<file path="src/rtl/tag_stream_serializer.sv">
// tag_stream_serializer
// Takes multi-lane tag beats (one tkeep bit per lane) and emits the kept tags
// one per cycle, lowest lane first, on a single-lane valid/ready output.
// It also counts emitted tags and flags any tag whose time is earlier than
// the tag emitted before it.
module tag_stream_serializer #(
  parameter int WORD_WIDTH = 2
) (
  input  logic                        clk,
  input  logic                        rst,
  input  logic                        clear,
  input  logic                        s_axis_tvalid,
  output logic                        s_axis_tready,
  input  logic [WORD_WIDTH-1:0]       s_axis_tkeep,
  input  logic [WORD_WIDTH-1:0][4:0]  s_axis_channel,
  input  logic [WORD_WIDTH-1:0][63:0] s_axis_tagtime,
  input  logic [WORD_WIDTH-1:0]       s_axis_rising_edge,
  output logic                        m_axis_tvalid,
  input  logic                        m_axis_tready,
  output logic [4:0]                  m_axis_channel,
  output logic [63:0]                 m_axis_tagtime,
  output logic                        m_axis_rising_edge,
  output logic [31:0]                 tag_count,
  output logic                        order_error,
  output logic [15:0]                 order_error_count
);

  logic [WORD_WIDTH-1:0]       pending_q, pending_d;
  logic [WORD_WIDTH-1:0][4:0]  chan_q;
  logic [WORD_WIDTH-1:0][63:0] time_q;
  logic [WORD_WIDTH-1:0]       edge_q;
  logic [WORD_WIDTH-1:0]       sel_oh;
  logic                        last_one;
  logic                        s_hs, m_hs;

  logic [31:0] tag_count_q;
  logic        order_error_q;
  logic [15:0] err_count_q;
  logic [63:0] last_time_q;
  logic        ref_valid_q;

  // Lowest set bit of the pending mask picks the lane currently presented.
  // The last-tag flag lets a new beat load on the same edge as the final emit.
  always_comb begin
    sel_oh   = pending_q & (~pending_q + WORD_WIDTH'(1));
    last_one = (|pending_q) && (pending_q == sel_oh);
  end

  assign m_axis_tvalid = |pending_q;
  assign s_axis_tready = rst & (~(|pending_q) | (last_one & m_axis_tready));
  assign s_hs          = s_axis_tvalid & s_axis_tready;
  assign m_hs          = m_axis_tvalid & m_axis_tready;

  // Output mux: OR of the selected lane; all-zero when nothing is pending.
  always_comb begin
    m_axis_channel     = '0;
    m_axis_tagtime     = '0;
    m_axis_rising_edge = 1'b0;
    for (int i = 0; i < WORD_WIDTH; i++) begin
      if (sel_oh[i]) begin
        m_axis_channel     = m_axis_channel | chan_q[i];
        m_axis_tagtime     = m_axis_tagtime | time_q[i];
        m_axis_rising_edge = m_axis_rising_edge | edge_q[i];
      end
    end
  end

  // Pending mask next state: a fresh beat overrides the emitted-bit clear.
  always_comb begin
    pending_d = pending_q;
    if (m_hs) pending_d = pending_q & ~sel_oh;
    if (s_hs) pending_d = s_axis_tkeep;
  end

  // One-beat holding buffer.
  always_ff @(posedge clk or negedge rst) begin
    if (!rst) begin
      pending_q <= '0;
      chan_q    <= '0;
      time_q    <= '0;
      edge_q    <= '0;
    end else begin
      pending_q <= pending_d;
      if (s_hs) begin
        chan_q <= s_axis_channel;
        time_q <= s_axis_tagtime;
        edge_q <= s_axis_rising_edge;
      end
    end
  end

  // Status: tag counter and time-order checker; clear beats a coincident emit.
  always_ff @(posedge clk or negedge rst) begin
    if (!rst) begin
      tag_count_q   <= '0;
      order_error_q <= 1'b0;
      err_count_q   <= '0;
      last_time_q   <= '0;
      ref_valid_q   <= 1'b0;
    end else if (clear) begin
      tag_count_q   <= '0;
      order_error_q <= 1'b0;
      err_count_q   <= '0;
      ref_valid_q   <= 1'b0;
    end else if (m_hs) begin
      tag_count_q <= tag_count_q + 32'd1;
      if (ref_valid_q && (m_axis_tagtime < last_time_q)) begin
        order_error_q <= 1'b1;
        if (err_count_q != 16'hFFFF) err_count_q <= err_count_q + 16'd1;
      end
      last_time_q <= m_axis_tagtime;
      ref_valid_q <= 1'b1;
    end
  end

  assign tag_count         = tag_count_q;
  assign order_error       = order_error_q;
  assign order_error_count = err_count_q;

endmodule
</file>
<file path="config.mk">
export PLATFORM = sky130hd
export DESIGN_NAME = tag_stream_serializer
export DESIGN_NICKNAME = d
export VERILOG_FILES = /design/src/rtl/tag_stream_serializer.sv
export SDC_FILE = /design/constraint.sdc
export NUM_CORES = 1
export LEC_CHECK = 0
export CORE_UTILIZATION = 45
export CTS_CLUSTER_SIZE = 20
export DETAILED_ROUTE_END_ITERATION = 10
export PLACE_DENSITY = 0.72
export SLEW_MARGIN = 20
export SYNTH_ARGS = -nofsm -noshare
export SYNTH_HDL_FRONTEND = slang
export SYNTH_SLANG_ARGS = --single-unit
</file>
<file path="constraint.sdc">
create_clock -name clk -period 5.7 [get_ports clk]
set_input_delay 0.57 -clock clk [delete_from_list [all_inputs] [get_ports clk]]
set_output_delay 0.57 -clock clk [all_outputs]
set_load 0.01 [all_outputs]
</file>
==> Word level (Yosys, flattened, before mapping) <==
Index checks and enable logic that the tools add are counted.
{ "totals": {"reg_bits": 256, "inputBits": 147, "out_inout_bits": 121, "elab_cells": 60} }
{ "classes": {"add_sub_neg": 3, "magnitude_cmp": 1, "n_eq_ne": 2, "muxes": 19, "bitwise_logic": 14, "reduce_logical": 10} }
{ "ops": {"columns": ["op", "count"], "rows": [
  ["$mux 64", 2],
  ["$lt 64x64->1", 1],
  ["$mux 16", 4],
  ["$mux 32", 2],
  ["$or 64x64->64", 1],
  ["$add 32x1->32 const B", 1],
  ["$add 16x1->16 const B", 1],
  ["$ne 16x16->1 const B", 1],
  ["$mux 5", 2],
  ["$reduce_bool 2->1", 4],
  ["$mux 1", 7],
  ["$or 5x5->5", 1],
  ["$and 1x1->1", 4],
  ["$and 2x2->2", 2],
  ["$mux 2", 2],
  ["$not 2->2", 2],
  ["$reduce_and 2->1", 2],
  ["$reduce_and 3->1", 1],
  ["$add 2x1->2 const B", 1],
  ["$eq 2x2->1", 1],
  ["$logic_and 1x1->1", 2],
  ["$not 1->1", 2],
  ["$or 1x1->1", 2],
  ["$reduce_or 2->1", 1]
]} }

==> Logic depth before layout (Yosys ltp) <==
Gate-level depths: netlist of run 1.
{ "depth": {"depth_word": 11, "mapped_depth": 17, "depth_no_buf": 11} }

==> Worst setup path after synthesis of run 1 <==
No wires, ideal clock.
{ "synth_timing": {"path_kind": "reg-to-reg", "from": "reg pending_q[0]", "to": "reg err_count_q[9], in the netlist order_error_count[9]", "setup_ps": 125, "arrival_ps": 3825, "t_required_ps": 5575, "path_slack_ps": 1750, "stages_incl_launch_ff": 18, "path_buffers": 6, "period_less_slack_ps": 3950, "cell_sequence": "dfrtp_1 > buf_6 > clkbuf_1 > inv_1 > ha_1 > buf_2 > buf_1 > buf_1 > a22o_1 > ha_1 > a21oi_1 > o21ai_0 > o21ai_0 > nand3b_2 > or3_4 > buf_6 > nor3b_1 > mux2_2"} }
{ "synth_between": {"elab_chain_len": 10, "word_cells_on_any_way": 13, "cone_classes": "add/sub (1); order compare (1); mux (2); bitwise (4); reduce/logical (5)"} }
{ "synth_rtl": {"columns": ["element", "line_no", "rtl"], "rows": [
  ["start, declared", "28", "logic [WORD_WIDTH-1:0] pending_q, pending_d;"],
  ["start signal, assigned", "83", "pending_q <= pending_d;"],
  ["$not 2->2", "45", "sel_oh = pending_q & (~pending_q + WORD_WIDTH'(1));"],
  ["$add 2x1->2", "45", null],
  ["$and 2x2->2 (*)", "45", null],
  ["$mux 64", "60", "if (sel_oh[i]) begin"],
  ["$or 64x64->64", "62", "m_axis_tagtime = m_axis_tagtime | time_q[i];"],
  ["$mux 64 (*)", "60", null],
  ["named net m_axis_tagtime[51]", "21", "output logic [63:0] m_axis_tagtime,"],
  ["$lt 64x64->1 (*)", "107", "if (ref_valid_q && (m_axis_tagtime < last_time_q)) begin"],
  ["$logic_and 1x1->1 (*)", "107", null],
  ["$reduce_bool 2->1 (no line) (*)", null, null],
  ["$reduce_and 3->1 (no line) (*)", null, null],
  ["end signal, assigned", "109", "if (err_count_q != 16'hFFFF) err_count_q <= err_count_q + 16'd1;"],
  ["end, declared", "38", "logic [15:0] err_count_q;"]
]} }
The timed path passes the listed nets; every way through them passes the cells marked *.
A chain may end at the register's enable or synchronous reset.

==> Final worst setup path of run 1 <==
{ "layout_timing": {"from": "reg pending_q[0]", "to": "reg err_count_q[0], in the netlist order_error_count[0]"} }
{ "layout_between": {"elab_chain_len": 10, "word_cells_on_any_way": 13, "cone_classes": "add/sub (1); order compare (1); mux (2); bitwise (4); reduce/logical (5)"} }
{ "layout_rtl": {"columns": ["element", "line_no"], "rows": [
  ["$not 2->2", "45"],
  ["$add 2x1->2", "45"],
  ["$and 2x2->2", "45"],
  ["$mux 64", "60"],
  ["$or 64x64->64", "62"],
  ["$mux 64", "60"],
  ["$lt 64x64->1", "107"],
  ["$logic_and 1x1->1", "107"],
  ["$reduce_bool 2->1 (no line)", null],
  ["$reduce_and 3->1 (no line) (*)", null]
]} }
Mark *: on every way between the ends. The rest lies on a longest branch, timed or not.

==> qor.csv, run 1 <==
metric,value,unit
post_place_instance_area,15320,um^2
synth_xor_area_share,1.840,%
synthesis.yosys.warnings,0,
power.ir.vdd_worst,271.1,uV
power_frac_seq,33.6,%
cts_post_setup_buffers_inserted,0,
yosysMostFrequentCell,sky130_fd_sc_hd__dfrtp_1,
synth.mux.area_fraction,13.54,%
max-slew-margin-rel,27.02,%
fraction_of_power_consumed_by_combinational_cells,46.4,%
timing.final.crit_period,4.298,ns
tns,0,ns
finalCritPeriodShare,75.41,%
finalInstanceArea,16210,um^2
crit_path_max_fanout,30,
syn-num-nets,1319,
synth_cells,1104,
setup_viol_count_final,0,
share_of_final_layout_standard_cells_stronger_than_drive_strength_1,15.54,%
yosys_most_used_dff,sky130_fd_sc_hd__dfrtp_1,
timing.critical_path.buf_inv,1,
synth-seq-area-share,51.75,%
route.detailed.wl_per_inst,17.68,um
area_growth,30.98,%
power.static_leakage,6.956,nW
power.clock.fraction,20.0,%
drcViolationCount,0,
via_count,9234,
ys_top_cells_by_count,"sky130_fd_sc_hd__dfrtp_1 (256), sky130_fd_sc_hd__mux2_2 (148), sky130_fd_sc_hd__nand2_1 (104)",
crit_path_end_kind,register,
routed_wirelength,30.32,mm
cts.path.max_buffers,3,
cts.reportedPaths.clkPinSlew,0.06,ns
ys_seq_elements,256,
grt_start_max_net_pins,155,
required,6.12,ns
grt_use_total,21.72,%
postCtsResizedCells,0,
die_area,28170,um^2
buffer_type_at_the_clock_tree_root,sky130_fd_sc_hd__clkbuf_16,
synth.cell_area,12380,um^2
nets,1567,
asyncSetResetFlopFracSynth,100.0,%
pre_cts_ws,1.346,ns
post-synth-top-area-fraction,51.75,%
grt_setup_unrepaired,no,
gpl.final_weighted_congestion,0.7941,
cts_tree,built,
fmaxAchievable,0.2326,GHz
worst_pin_slew,1.095,ns
maxSlewViolCount,0,
drt.antenna.violating_nets,0,
vias_per_cell,5.384,
final.setup_skew,0.009629,ns
cp_slowest_cell,sky130_fd_sc_hd__a32o_1,
p_int,5.552,mW
cts_inserted_buffers,28,
synth_fa_ha_area_share,6.874,%
type_of_the_tightest_min_delay_check,primary input to asynchronous set/reset pin,
placement_rows,60,
critical_path_s_top_delay_family,simple AND/OR/NAND/NOR gates,
report.final.hold_viol_count,0,
yosys.area_share.simple,10.38,%
synth_cell_types,52,
drt-pass1-iter-count,5,
worstSetupStartpointType,register,
hold_ws,0.05972,ns
power.switching_fraction,35.80,%
syn_avg_cell_area,11.21,um^2
timing_worst_setup_path_type,register to register,
power-per-cell-area,533.5,nW/um^2
port-buffer-count,267,
initial_utilization,45.93,%
run_status,finished clean,
grt_pass1_vias,9348,
synth_enable_flop_cells,0,
arrival_time_worst_endpoint,4.72,ns
initial_antenna_violation_count,2,
synth_top_family_by_area,multiplexers,
area_leader_netlist,sky130_fd_sc_hd__dfrtp_1,
core_outline_area,26950,um^2
critical_path.cell_chain,inv_1 > ha_2 > a22o_1 > ha_1 > nand4_1 > nor4_1 > and3_1 > a32o_1 > nor4b_2 > mux2_2,
p_switching,3.097,mW
die_h,167.9,um
cts-htree-levels,1,
total_of_fill_cells_in_the_finished_design,2235,
post-route-worst-setup-slack,1.402,ns
dpl.hpwl,21.02,mm
clock_sink_count,256,
synth_compound_gate_area_share,11.44,%
overflow,0,
max_stage_delay,0.84,ns
drt_first_iter_violations,671,
cap_violations,0,
holdBufCountCts,0,
synth.top_cells.by_area,"sky130_fd_sc_hd__dfrtp_1 (52%), sky130_fd_sc_hd__mux2_2 (13%), sky130_fd_sc_hd__ha_1 (6.9%)",
grt_first_pass_wirelength,49.25,mm
clock_latency,0.53,ns
fin_util,60.16,%
ioPinCount,268,
die_w,167.9,um
==> cell families (layout without fill, tap and decap cells) <==
kind of cell               Yosys count  after routing
AOI/OAI and AO/OA                  213            213
xor gates and xnor gates            26             26
adders and majority gates           68             68
buffers and inverters              129            396
DFF                                256            256
muxes                              149            149
other                                0              3
and+or+nand+nor                    263            263
==> layout make-up <==
| type | count | area (um^2) | area share [%] |
|---|---|---|---|
| multi-input cells | 719 | 5474 | 33.76 |
| well taps | 341 | 426.7 | 2.632 |
| repair buffers | 274 | 2741 | 16.91 |
| clock inverters | 7 | 37.54 | 0.2315 |
| diodes | 3 | 7.507 | 0.04630 |
| flip-flops and latches | 256 | 6407 | 39.52 |
| clock buffers | 42 | 844.6 | 5.209 |
| inverters | 73 | 274.0 | 1.690 |
==> final timing paths <==
kind / start / cells past startpoint / slack, ns / endpoint
setup reg to reg: pending_q[0] / 10 / 1.40 / order_error_count[0]
hold reg to reg: time_q[89] / 1 / 0.51 / time_q[89]
setup / recovery: pending_q[0] / 10 / 1.40 / order_error_count[0]
hold / removal: rst / 1 / 0.06 / tag_count[16]
min in group clk: time_q[89] / 1 / 0.51 / time_q[89]
max in group asynchronous: rst / 2 / 4.28 / time_q[84]
==> flip-flops by register name, summed over array words and instances, names as in the netlist <==
register           cells
edge_q                 2
tag_count             32
time_q               128
last_time_q           64
ref_valid_q            1
chan_q                10
order_error            1
order_error_count     16
pending_q              2
==> power by group through the flow <==
stage               registers (mW)  logic [mW]  clock network (mW)
finish                        2.90        4.01                1.73
global route                  2.99        4.48                1.85
CTS                           2.90        4.07                1.78
detailed placement            2.93        4.02                   0
global placement              2.91        3.94                   0
floorplan                     2.81        2.56                   0
==> stage by stage <==
stage	power, mW	instances
6_report	8.649	1715
5_1_grt	9.320	1712
4_1_cts	8.748	1712
3_5_place_dp	6.951	1663
3_3_place_gp	6.850	1663
2_1_floorplan	5.369	1104
==> cell usage in the layout, fill, tap and decap left out, types with 7 or more instances in the layout <==
cell,n
sky130_fd_sc_hd__nor2b_1,9
sky130_fd_sc_hd__nand3_1,19
sky130_fd_sc_hd__nor4_1,8
sky130_fd_sc_hd__ha_1,67
sky130_fd_sc_hd__inv_1,73
sky130_fd_sc_hd__nand2_1,103
sky130_fd_sc_hd__clkdlybuf4s50_1,265
sky130_fd_sc_hd__and3_1,8
sky130_fd_sc_hd__dfrtp_1,255
sky130_fd_sc_hd__nor2_1,48
sky130_fd_sc_hd__clkbuf_8,7
sky130_fd_sc_hd__or3_1,8
sky130_fd_sc_hd__mux2_2,148
sky130_fd_sc_hd__nand4_1,28
sky130_fd_sc_hd__xor2_1,21
sky130_fd_sc_hd__a22o_1,69
sky130_fd_sc_hd__o21ai_0,81
sky130_fd_sc_hd__a21oi_1,40
sky130_fd_sc_hd__clkbuf_16,29
==> metal layers <==
metal | track usage, % | wire (um) | vias to the layer above | part of all wire [%]
met3 | 6.441 | 2460 | 34 | 8.1
met1 | 28.68 | 13240 | 4530 | 44
met4 | 4.667 | 440 | 2 | 1.5
met5 | 0 | 17 | - | 0.056
li1 | - | - | 4417 | -
met2 | 35.38 | 14160 | 251 | 47
No activity file was read; power rests on OpenSTA's default activity.
==> run 2: changes to the inputs <==
==> constraint.sdc (replaced) <==
create_clock -name clk -period 4.3 [get_ports clk]
set_input_delay 0.43 -clock clk [delete_from_list [all_inputs] [get_ports clk]]
set_output_delay 0.43 -clock clk [all_outputs]
set_load 0.01 [all_outputs]
==> run 2 against run 1 <==
Effect of this change:
- final cell count is 0.12% lower
- clock power up 35%
- clock-buffer cell count decreased by 4
- utilization increased by 0.27 points
- sequential power is 32% higher
- via count is 0.26% lower
- die area did not move
==> qor.csv, run 2 (same netlist as run 1, synthesis figures left out) <==
metric,value,unit,change
grt_pass1_vias,9026,,was 9348
die_h,167.9,um,unchanged
finalInstanceArea,16290,um^2,was 16210 um^2
timing.final.crit_period,3.923,ns,was 4.298 ns
drt.antenna.violating_nets,0,,unchanged
drt-pass1-iter-count,7,,was 5
routed_wirelength,29.47,mm,was 30.32 mm
die_w,167.9,um,unchanged
die_area,28170,um^2,unchanged
max-slew-margin-rel,26.99,%,was 27.02%
largest_reg_flops,128,,unchanged
maxSlewViolCount,0,,unchanged
power-per-cell-area,706.4,nW/um^2,was 533.5 nW/um^2
hold_ws,0.4649,ns,was 0.05972 ns
share_of_final_layout_standard_cells_stronger_than_drive_strength_1,15.54,%,unchanged
grt_first_pass_wirelength,47.61,mm,was 49.25 mm
fin_util,60.43,%,was 60.16%
power.static_leakage,6.987,nW,was 6.956 nW
holdBufCountCts,1,,was 0
vias_per_cell,5.377,,was 5.384
grt_setup_unrepaired,no,,unchanged
grt_start_max_net_pins,173,,was 155
cap_violations,0,,unchanged
clock_sink_count,256,,unchanged
arrival_time_worst_endpoint,4.34,ns,was 4.72 ns
layout.cells.most_common,sky130_fd_sc_hd__clkdlybuf4s50_1,,unchanged
route.detailed.wl_per_inst,17.20,um,was 17.68 um
top_register,time_q,,unchanged
drt_first_iter_violations,620,,was 671
cts-htree-levels,1,,unchanged
timing_worst_setup_path_type,register to register,,unchanged
fmaxAchievable,0.2549,GHz,was 0.2326 GHz
initial_utilization,45.93,%,unchanged
cts_post_setup_buffers_inserted,0,,unchanged
finalCritPeriodShare,91.23,%,was 75.41%
dpl.hpwl,20.25,mm,was 21.02 mm
type_of_the_tightest_min_delay_check,primary input to asynchronous set/reset pin,,unchanged
via_count,9210,,was 9234
post_place_instance_area,15370,um^2,was 15320 um^2
power.ir.vdd_worst,409.2,uV,was 271.1 uV
grt_use_total,20.99,%,was 21.72%
drcViolationCount,0,,unchanged
crit_path_max_fanout,70,,was 30
nets,1568,,was 1567
placement_rows,60,,unchanged
buffer_type_at_the_clock_tree_root,sky130_fd_sc_hd__clkbuf_16,,unchanged
postCtsResizedCells,0,,unchanged
ioPinCount,268,,unchanged
post-route-worst-setup-slack,0.3770,ns,was 1.402 ns
report.power.total,11.50,mW,was 8.649 mW
dp_cells,1663,,unchanged
port-buffer-count,267,,unchanged
cts.path.max_buffers,3,,unchanged
final.setup_skew,0.02417,ns,was 0.009629 ns
worst_pin_slew,1.095,ns,about the same
clock_latency,0.54,ns,was 0.53 ns
cts.reportedPaths.clkPinSlew,0.06,ns,about the same
mostFrequentLayoutCells,"sky130_fd_sc_hd__clkdlybuf4s50_1 (265), sky130_fd_sc_hd__dfrtp_1 (255), sky130_fd_sc_hd__mux2_2 (148)",,unchanged
cts_inserted_buffers,28,,unchanged
run_status,finished clean,,unchanged
final-instance-count-excl-fill,1713,,was 1715
initial_antenna_violation_count,3,,was 2
worstSetupStartpointType,register,,unchanged
pre_cts_ws,0.2925,ns,was 1.346 ns
required,4.71,ns,was 6.12 ns
core_outline_area,26950,um^2,unchanged
cts_tree,built,,unchanged
area_growth,31.57,%,was 30.98%
tns,0,ns,unchanged
gpl.final_weighted_congestion,0.8066,,was 0.7941
report.final.hold_viol_count,0,,unchanged
crit_path_end_kind,register,,unchanged
overflow,0,,unchanged
setup_viol_count_final,0,,unchanged
## run 2: cell types whose count changed in the layout (fill, tap and decap cells not counted), sizes merged
cell         previous run  this run
clkbuf                 42        38
bufinv                  0         2
clkinv                  6         8
diode                   3         1
clkinvlp                1         0
dlygate4sd3             0         1
## run 2: final timing paths
path	startpoint	endpoint	slack, ns	depth (start not counted)
max reg2reg	pending_q[0]	order_error_count[9]	0.38	12
min in group clk	s_axis_tkeep[0]	pending_q[0]	0.49	3
min	rst	tag_count[16]	0.46	2
max	pending_q[0]	order_error_count[9]	0.38	12
max in group asynchronous	rst	order_error_count[1]	2.38	3
min reg2reg	time_q[104]	time_q[104]	0.51	1
## run 2: worst max-delay path, stage by stage, from the launching register on
cell and delay, ns:
sky130_fd_sc_hd__dfrtp_2 0.42, sky130_fd_sc_hd__inv_1 0.09, sky130_fd_sc_hd__ha_2 0.20, sky130_fd_sc_hd__buf_12 0.28, sky130_fd_sc_hd__a22o_1 0.25, sky130_fd_sc_hd__ha_1 0.26, sky130_fd_sc_hd__nand4_1 0.17, sky130_fd_sc_hd__inv_1 0.06
sky130_fd_sc_hd__a221oi_1 0.60, sky130_fd_sc_hd__o2bb2ai_2 0.31, sky130_fd_sc_hd__or3_4 0.51, sky130_fd_sc_hd__nor3b_1 0.24, sky130_fd_sc_hd__mux2_2 0.36
## run 2: metal layers
layer / share of wire, % / track usage [%] / vias up
li1: - / - / 4421
met1: 44 / 28.25 / 4494
met2: 47 / 34.35 / 248
met3: 6.9 / 5.477 / 43
met4: 1.7 / 4.108 / 4
met5: 0.081 / 0 / -
## run 2: cell type report
type,count,area (um^2)
diodes,1,2.502
clock buffers,38,788.3
clock inverters,10,115.1
fillers,2167,10670
inverters,73,274.0
multi-input cells,719,5474
flip-flops and latches,256,6407
well taps,341,426.7
repair buffers,275,2798
## run 2: where the power goes
group          leakage (nW)  switching (mW)  internal [mW]
registers              3.22           0.448           3.39
clock network         0.450           0.949           1.40
logic                  3.32            2.68           2.65
total                  6.99            4.07           7.43
==> run 3: changes to the inputs <==
--- a/config.mk
+++ b/config.mk
@@ -5,10 +5,10 @@
 export SDC_FILE = /design/constraint.sdc
 export NUM_CORES = 1
 export LEC_CHECK = 0
-export CORE_UTILIZATION = 45
+export CORE_UTILIZATION = 51
 export CTS_CLUSTER_SIZE = 20
 export DETAILED_ROUTE_END_ITERATION = 10
-export PLACE_DENSITY = 0.72
+export PLACE_DENSITY = 0.8
 export SLEW_MARGIN = 20
 export SYNTH_ARGS = -nofsm -noshare
 export SYNTH_HDL_FRONTEND = slang
==> run 3 against run 2 <==
Effect of this change:
- setup slack worse by 0.13 ns
- power up 0.21%
- critical path depth stayed put
- sequential share of layout area rose by 0.079 points
- routed wire length is 2.3% higher
- via count is 1.3% higher
- first-iteration DRC count shrank 25%
==> qor.csv, run 3 (same netlist as run 1, synthesis figures left out) <==
metric,value,unit,change
routed_wirelength,30.14,mm,was 29.47 mm
vias_per_cell,5.499,,was 5.377
p_switching,4.118,mW,was 4.073 mW
required,4.72,ns,was 4.71 ns
grt_start_max_net_pins,129,,was 173
grt_first_pass_wirelength,47.93,mm,was 47.61 mm
maxSlewViolCount,0,,unchanged
cts-htree-levels,1,,unchanged
grt_pass1_vias,9433,,was 9026
power-per-cell-area,709.3,nW/um^2,was 706.4 nW/um^2
layout.cells.most_common,sky130_fd_sc_hd__clkdlybuf4s50_1,,unchanged
clock_sink_count,256,,unchanged
cts_tree,built,,unchanged
run_status,finished clean,,unchanged
crit_path_end_kind,register,,unchanged
arrival_time_worst_endpoint,4.48,ns,was 4.34 ns
initial_utilization,52.42,%,was 45.93%
power.ir.vdd_worst,516.8,uV,was 409.2 uV
fraction_of_power_consumed_by_combinational_cells,46.8,%,was 46.3%
cap_violations,0,,unchanged
cp_slowest_cell,sky130_fd_sc_hd__a32o_1,,was sky130_fd_sc_hd__a221oi_1
drcViolationCount,0,,unchanged
timing.final.crit_period,4.057,ns,was 3.923 ns
grt_use_total,24.64,%,was 20.99%
grt_setup_unrepaired,no,,unchanged
dpl.hpwl,21.27,mm,was 20.25 mm
cts_inserted_buffers,27,,was 28
fmaxAchievable,0.2465,GHz,was 0.2549 GHz
top_register,time_q,,unchanged
timing_worst_setup_path_type,register to register,,unchanged
crit_path_max_fanout,49,,was 70
route.detailed.wl_per_inst,17.76,um,was 17.20 um
cts.reportedPaths.clkPinSlew,0.06,ns,about the same
placement_rows,56,,was 60
drt_first_iter_violations,468,,was 620
core_outline_area,23610,um^2,was 26950 um^2
drt.antenna.violating_nets,0,,unchanged
via_count,9331,,was 9210
power_frac_seq,33.4,%,was 33.3%
buffer_type_at_the_clock_tree_root,sky130_fd_sc_hd__clkbuf_16,,unchanged
power.clock.fraction,19.8,%,was 20.4%
max-slew-margin-rel,29.09,%,was 26.99%
gpl.final_weighted_congestion,0.8236,,was 0.8066
final.setup_skew,0.01797,ns,was 0.02417 ns
critical_path.cell_chain,inv_1 > ha_2 > buf_12 > a22o_1 > ha_1 > nand4_1 > nor4_1 > and3_1 > a32o_1 > buf_4 > nor4_1 > o21ba_2,,was inv_1 > ha_2 > buf_12 > a22o_1 > ha_1 > nand4_1 > inv_1 > a221oi_1 > o2bb2ai_2 > or3_4 > nor3b_1 > mux2_2
die_area,24900,um^2,was 28170 um^2
power.static_leakage,7.002,nW,was 6.987 nW
share_of_final_layout_standard_cells_stronger_than_drive_strength_1,16.06,%,was 15.54%
overflow,0,,unchanged
power.switching_fraction,35.72,%,was 35.41%
drt-pass1-iter-count,5,,was 7
report.power.total,11.53,mW,was 11.50 mW
finalCritPeriodShare,94.34,%,was 91.23%
type_of_the_tightest_min_delay_check,primary input to asynchronous set/reset pin,,unchanged
max_stage_delay,0.74,ns,was 0.60 ns
die_w,157.8,um,was 167.9 um
initial_antenna_violation_count,2,,was 3
area_growth,31.31,%,was 31.57%
cts.path.max_buffers,3,,unchanged
setup_viol_count_final,0,,unchanged
ioPinCount,268,,unchanged
cp_dominant_cell_by_count,sky130_fd_sc_hd__nor4_1,,was sky130_fd_sc_hd__inv_1
worst_pin_slew,1.064,ns,was 1.095 ns
port-buffer-count,267,,unchanged
largest_reg_flops,128,,unchanged
postCtsResizedCells,0,,unchanged
worstSetupStartpointType,register,,unchanged
report.final.hold_viol_count,0,,unchanged
clock_latency,0.53,ns,was 0.54 ns
nets,1572,,was 1568
total_of_fill_cells_in_the_finished_design,1755,,was 2167
mostFrequentLayoutCells,"sky130_fd_sc_hd__clkdlybuf4s50_1 (265), sky130_fd_sc_hd__dfrtp_1 (255), sky130_fd_sc_hd__mux2_2 (148)",,unchanged
tns,0,ns,unchanged
p_int,7.410,mW,was 7.431 mW
die_h,157.8,um,was 167.9 um
[run 3: cell count changes in the layout (fill, tap and decap cells not counted), sizes merged]
| cell | change |
|---|---|
| buf | +5 |
| clkbuf | -4 |
| clkinv | +3 |
| diode | +1 |
| inv | +1 |
[run 3: power by group through the flow]
| stage | registers (mW) | logic [mW] | clock network, mW |
|---|---|---|---|
| after floorplan | 3.73 | 3.39 | 0 |
| after global placement | 3.84 | 5.21 | 0 |
| after detailed placement | 3.88 | 5.37 | 0 |
| after CTS | 3.85 | 5.43 | 2.34 |
| after global routing | 3.96 | 5.93 | 2.44 |
| final | 3.85 | 5.39 | 2.29 |
[run 3: timing repair]
item / 4_1_cts / 5_1_grt
setup buffers: 0 / 0
hold endpoints to repair: 8 / 0
hold buffers: 1 / 0
[run 3: path summary, 6_finish.rpt]
kind | endpoint | depth (start not counted) | startpoint | slack (ns)
worst min-delay path | tag_count[17] | 2 | rst | 0.29
min in group clk | pending_q[1] | 3 | s_axis_tkeep[1] | 0.50
worst min register to register | time_q[93] | 1 | time_q[93] | 0.51
worst max-delay path | order_error_count[5] | 12 | pending_q[0] | 0.24
max in group asynchronous | time_q[98] | 4 | rst | 2.15
worst max register to register | order_error_count[5] | 12 | pending_q[0] | 0.24
[run 3: worst max-delay path, delay by kind of cell, from the launching register on]
family	cells	cell delay [ns]
compound gates	3	1.22
fa+ha+maj	2	0.54
buf+inv	3	0.53
flops	1	0.38
simple gates	4	1.25
[run 3: routing by layer]
layer	vias up	routed length (um)	GRT usage, %
met5	-	0	0
met1	4599	12470	30.98
li1	4438	-	-
met2	253	14810	41.96
met4	0	509	5.640
met3	41	2342	7.008
[run 3: area by class of cell]
cell class	count	area, um^2	area share, %
sequential	256	6407	39.42
multi-input combinational	719	5474	33.68
timing repair buffer	280	2814	17.31
clock buffer	34	752.0	4.627
tap	319	399.1	2.456
inverter	73	274.0	1.686
clock inverter	14	127.6	0.7852
antenna	2	5.005	0.03079
[run 3: through the flow]
step	std cells	hold slack (ns)	cell area, um^2	worst slack, ns	util [%]
global placement	1646	0.2321	15350	0.2776	65.03
finish	1697	0.2909	16250	0.2433	68.83
detailed placement	1646	0.2326	15350	0.2331	65.03
floorplan	1104	0.1344	12380	0.3504	-
global route	1695	0.2862	16250	0.06219	68.81
CTS	1695	0.2759	16240	0.2168	68.80
